$ cat src/rtl/protocol_controller.sv
// USB bulk-endpoint protocol controller: decides ACK/NAK for host OUT data and
// serves or NAKs host IN requests, driving buffer direction, clear and status flags.
module protocol_controller (
  input  logic       clk,
  input  logic       n_rst,
  input  logic [6:0] Buffer_Occupancy,
  input  logic [6:0] TX_Packet_Data_Size,
  input  logic       Buffer_Reserved,
  input  logic [2:0] RX_Packet,
  output logic       RX_Error,
  output logic       RX_Transfer_Active,
  output logic       RX_Data_Ready,
  output logic       TX_Transfer_Active,
  output logic       TX_Error,
  output logic       D_Mode,
  output logic [1:0] TX_Packet,
  output logic       clear
);

  // state    | meaning
  // IDLE     | waiting for a token
  // OUT_MODE | receiving OUT data into an empty buffer
  // OUT_WAIT | OUT refused or aborted; draining until the DATA packet ends
  // OUT_ACK  | OUT data accepted, ACK sent
  // OUT_NAK  | OUT data refused, NAK sent
  // IN_MODE  | sending IN data until host ACK
  // IN_NAK   | IN request refused, NAK sent
  typedef enum logic [2:0] {
    IDLE     = 3'd0,
    OUT_MODE = 3'd1,
    OUT_WAIT = 3'd2,
    OUT_ACK  = 3'd3,
    OUT_NAK  = 3'd4,
    IN_MODE  = 3'd5,
    IN_NAK   = 3'd6
  } state_t;

  localparam logic [2:0] RX_IN   = 3'b001;
  localparam logic [2:0] RX_OUT  = 3'b010;
  localparam logic [2:0] RX_ACK  = 3'b011;
  localparam logic [2:0] RX_ERR  = 3'b100;
  localparam logic [2:0] RX_DATA = 3'b101;

  localparam logic [1:0] TXP_NONE = 2'b00;
  localparam logic [1:0] TXP_DATA = 2'b01;
  localparam logic [1:0] TXP_NAK  = 2'b10;
  localparam logic [1:0] TXP_ACK  = 2'b11;

  // {RX_Error, RX_Transfer_Active, RX_Data_Ready, TX_Transfer_Active,
  //  TX_Error, D_Mode, TX_Packet[1:0], clear}
  typedef logic [8:0] outs_t;

  state_t state_q, state_d;
  outs_t  outs_q, outs_d;

  logic in_ok;
  assign in_ok = !Buffer_Reserved && (TX_Packet_Data_Size != 7'd0) &&
                 (Buffer_Occupancy >= TX_Packet_Data_Size);

  always_comb begin
    state_d = state_q;
    unique case (state_q)
      IDLE: begin
        if (RX_Packet == RX_OUT)
          state_d = (Buffer_Occupancy == 7'd0 && !Buffer_Reserved) ? OUT_MODE : OUT_WAIT;
        else if (RX_Packet == RX_IN)
          state_d = in_ok ? IN_MODE : IN_NAK;
      end
      OUT_MODE: begin
        if (RX_Packet == RX_DATA)     state_d = OUT_ACK;
        else if (RX_Packet == RX_ERR) state_d = OUT_WAIT;
      end
      OUT_WAIT: if (RX_Packet == RX_DATA) state_d = OUT_NAK;
      OUT_ACK:  state_d = IDLE;
      OUT_NAK:  state_d = IDLE;
      IN_MODE:  if (RX_Packet == RX_ACK) state_d = IDLE;
      IN_NAK:   state_d = IDLE;
      default:  state_d = IDLE;
    endcase
  end

  // Outputs are decoded from the next state and registered alongside it, so
  // they remain a pure function of the current state with no output glitches.
  always_comb begin
    outs_d = '0;
    unique case (state_d)
      OUT_MODE: outs_d = {1'b0, 1'b1, 1'b0, 1'b0, 1'b0, 1'b1, TXP_NONE, 1'b0};
      OUT_WAIT: outs_d = {1'b0, 1'b1, 1'b0, 1'b0, 1'b0, 1'b1, TXP_NONE, 1'b1};
      OUT_ACK:  outs_d = {1'b0, 1'b0, 1'b1, 1'b0, 1'b0, 1'b0, TXP_ACK,  1'b0};
      OUT_NAK:  outs_d = {1'b1, 1'b0, 1'b0, 1'b0, 1'b0, 1'b0, TXP_NAK,  1'b1};
      IN_MODE:  outs_d = {1'b0, 1'b0, 1'b0, 1'b1, 1'b0, 1'b0, TXP_DATA, 1'b0};
      IN_NAK:   outs_d = {1'b0, 1'b0, 1'b0, 1'b0, 1'b1, 1'b0, TXP_NAK,  1'b1};
      default:  outs_d = '0;
    endcase
  end

  always_ff @(posedge clk or negedge n_rst) begin
    if (!n_rst) begin
      state_q <= IDLE;
      outs_q  <= '0;
    end else begin
      state_q <= state_d;
      outs_q  <= outs_d;
    end
  end

  assign {RX_Error, RX_Transfer_Active, RX_Data_Ready, TX_Transfer_Active,
          TX_Error, D_Mode, TX_Packet, clear} = outs_q;

endmodule

$ cat config.mk
export PLATFORM = sky130hd
export DESIGN_NAME = protocol_controller
export DESIGN_NICKNAME = d
export VERILOG_FILES = /design/src/rtl/protocol_controller.sv
export SDC_FILE = /design/constraint.sdc
export NUM_CORES = 1
export LEC_CHECK = 0
export ABC_AREA = 0
export CAP_MARGIN = 15
export CORE_UTILIZATION = 39
export DETAILED_ROUTE_END_ITERATION = 12
export PLACE_DENSITY = 0.79
export SYNTH_ARGS = -nofsm -noshare
export SYNTH_HDL_FRONTEND = slang
export SYNTH_SLANG_ARGS = --single-unit
$ cat constraint.sdc
create_clock -name clk -period 1.9 [get_ports clk]
set_clock_uncertainty 0.2 [all_clocks]
set_input_delay 0.38 -clock clk [delete_from_list [all_inputs] [get_ports clk]]
set_output_delay 0.38 -clock clk [all_outputs]
set_load 0.05 [all_outputs]
==> results.sh <==
export IMPL_num_rows=16
export IMPL_antenna_found_initial=0
export IMPL_die_h_um=47.42
export IMPL_max_freq_mhz=519.0
export IMPL_drive_above_1_share_pct=52.63
export IMPL_r2r_end="outs_q[7]"
export IMPL_yosys_top_cells_area="dfrtp_1, ha_1, clkbuf_8, inv_1, nor2_1"
export IMPL_place_inst=149
export IMPL_finish_utilization_pct=67.59
export IMPL_area_delta_synth_final_pct=63.14
export IMPL_synth_distinct_cells=36
export IMPL_rrSetupSlack_ns=0.04
export IMPL_worstPathMaxFanout=5
export IMPL_cp_data_arrival_time_ns=1.90
export IMPL_yosys_area_top_type="dfrtp_1"
export IMPL_synth_main_ff_cell="dfrtp_1"
export IMPL_synth_most_common_cell="dfrtp_1"
export IMPL_worst_pin_slew_ns=0.4467
export IMPL_gp_congestion=0.7384
export IMPL_crit_required_ns=1.87
export IMPL_synth_warnings=0
export IMPL_max_cap_viol_count=0
export IMPL_firstDrtPassIters=4
export IMPL_overflow=0
export IMPL_cts_htree_levels=1
export IMPL_leakagePower_nw=0.6215
export IMPL_route_vias_total=824
export IMPL_die_w_um=47.42
export IMPL_design_area_mm2=0.001313
export IMPL_rsz0062_at_grt="yes"
export IMPL_maxSlewViolCount=0
export IMPL_yosysSeqAreaShare_pct=34.21
export IMPL_synth_edff_count=0
export IMPL_start_util_pct=41.43
export IMPL_grt_first_pass_wirelength_mm=3.139
export IMPL_drtIter0Drc=10
export IMPL_antenna_left=0
export IMPL_power_density_mw_per_mm2=979.6
export IMPL_status="finished, violations left"
export IMPL_setup_violations=2
export IMPL_hold_viol=0
export IMPL_r2r_cells=5
export IMPL_fin_crit_ns=1.927
export IMPL_holdWs_ns=0.2299
export IMPL_routed_wl_mm=2.101
export IMPL_clk_pin_slew_ns=0.06
export IMPL_num_io_pins=29
export IMPL_fin_nets=161
export IMPL_via_per_inst=5.150
export IMPL_core_area_mm2=0.001942
export IMPL_hp_class="in -> async"
export IMPL_drc_errors=0
export IMPL_insertion_delay_ns=0.26
export IMPL_syn_area_um2=804.5
export IMPL_crit_path_start_kind="primary input"
export IMPL_ys_ff_latch=11
export IMPL_netlist_top_cells_count="dfrtp_1, inv_1, nor2_1"
export IMPL_clockRootBuffer="clkbuf_4"
export IMPL_ir_worst_vdd_mv=0.7125
export IMPL_n_antenna_cell=0
export IMPL_place_area_mm2=0.001141
export IMPL_instances_no_fill=160
export IMPL_io_buffers=28
export IMPL_setup_tns_ns=-0.03755
export IMPL_drt_wirelength_per_cell_um=13.13
export IMPL_netlist_area_leader_share_pct=34.21
export IMPL_syn_area_per_cell_um2=9.355
export IMPL_setup_slack_ns=-0.02673
export IMPL_slew_headroom_pct=70.13
export IMPL_dp_hpwl_mm=1.455
export IMPL_clock_sinks=11
export IMPL_synth_net_count=113
export IMPL_fp_dieArea_mm2=0.002249
export IMPL_grt_start_max_net_pins=12
export IMPL_period_share_pct=101.4
export IMPL_synthArstFlopShare_pct=100.0
export IMPL_cts_buffers=3
export IMPL_crit_type="in -> reg"
export IMPL_end_kind="flop"
export IMPL_failed_checks="negative setup slack"
export IMPL_cts_tree="yes"
export IMPL_timing_rr_start="state_q[2]"
export IMPL_grt_pass1_vias=771
export IMPL_clk_path_buf_depth=2
export IMPL_synth_cells=86
export IMPL_grt_use_total_pct=19.83
export IMPL_holdBufCountCts=0
## stage by stage
stage | total power [mW] | worst slack, ns
2_1_floorplan | 0.8554 | -0.09682
3_3_place_gp | 1.029 | -0.5602
3_5_place_dp | 1.044 | -0.6116
4_1_cts | 1.253 | 0.001248
5_1_grt | 1.371 | -0.07486
6_report | 1.286 | -0.02673
## cell families after synthesis
family                     share of synthesized area, %
DFF                                               34.21
buffers and inverters                             10.73
adders and majority gates                         10.89
AOI/OAI and AO/OA                                 19.60
xor gates and xnor gates                          1.089
and+or+nand+nor                                   23.48
## worst max path at each step
stage	start	endpoint	slack, ns	cells past startpoint
after floorplan	Buffer_Occupancy[0]	outs_q[2]	-0.1	6
after global placement	Buffer_Occupancy[0]	outs_q[2]	-0.56	7
after detailed placement	TX_Packet_Data_Size[6]	outs_q[7]	-0.61	9
after CTS	TX_Packet_Data_Size[5]	outs_q[7]	0.001	8
after global routing	RX_Packet[1]	outs_q[7]	-0.07	7
final	Buffer_Occupancy[4]	outs_q[7]	-0.03	7
## layer usage
metal | vias to the layer above | track usage, % | part of all wire (%)
met4 | 0 | 3.429 | 3.4
met5 | - | 0 | 0
met1 | 382 | 20.18 | 35
met2 | 33 | 41.37 | 57
met3 | 8 | 3.396 | 4.3
li1 | 401 | - | -
## sequential cells by signal, indices dropped and copies added (netlist names)
name and cells:
outs_q 8, state_q 3
## critical path, cell delays in order
cell and delay, ns:
buf_2 0.12, or4_4 0.53, o21ai_4 0.16, o21ai_2 0.08, and2_4 0.18, a31o_4 0.22, a211oi_2 0.22
## area by class of cell
type,count,area (um2)
repair buffers,47,357.8
clock buffers,4,26.28
multi-input cells,61,580.6
inverters,10,37.54
well taps,27,33.78
flip-flops and latches,11,276.5
fillers,152,629.4
## layout by cell type (no fill, tap or decap), types with 2 or more instances in the layout
master         count
buf_4             27
dfrtp_1           10
inv_1              7
nor2_1             7
dlygate4sd2_1      6
clkbuf_2           5
nand2_1            4
ha_4               4
buf_2              4
inv_2              3
nand3_1            3
ha_1               3
clkbuf_4           3
or4_4              2
and2b_2            2
nor4b_1            2
nand2b_1           2
nand4_1            2
a21oi_1            2
o21ai_2            2
nor3_1             2
o21ai_0            2
buf_6              2
## power breakdown
group | switching [mW] | internal [mW] | total [mW]
registers | 0.0585 | 0.303 | 0.361
logic | 0.450 | 0.324 | 0.773
clock network | 0.0700 | 0.0811 | 0.151
total | 0.578 | 0.708 | 1.29
## what timing repair did
| action | in CTS | in global routing |
|---|---|---|
| setup buffers | 6 | 1 |
| pin swaps | 14 | 8 |
| resized for setup | 52 | 26 |
| endpoints found under the setup margin | 9 | 5 |
No activity file was read; power rests on OpenSTA's default activity.
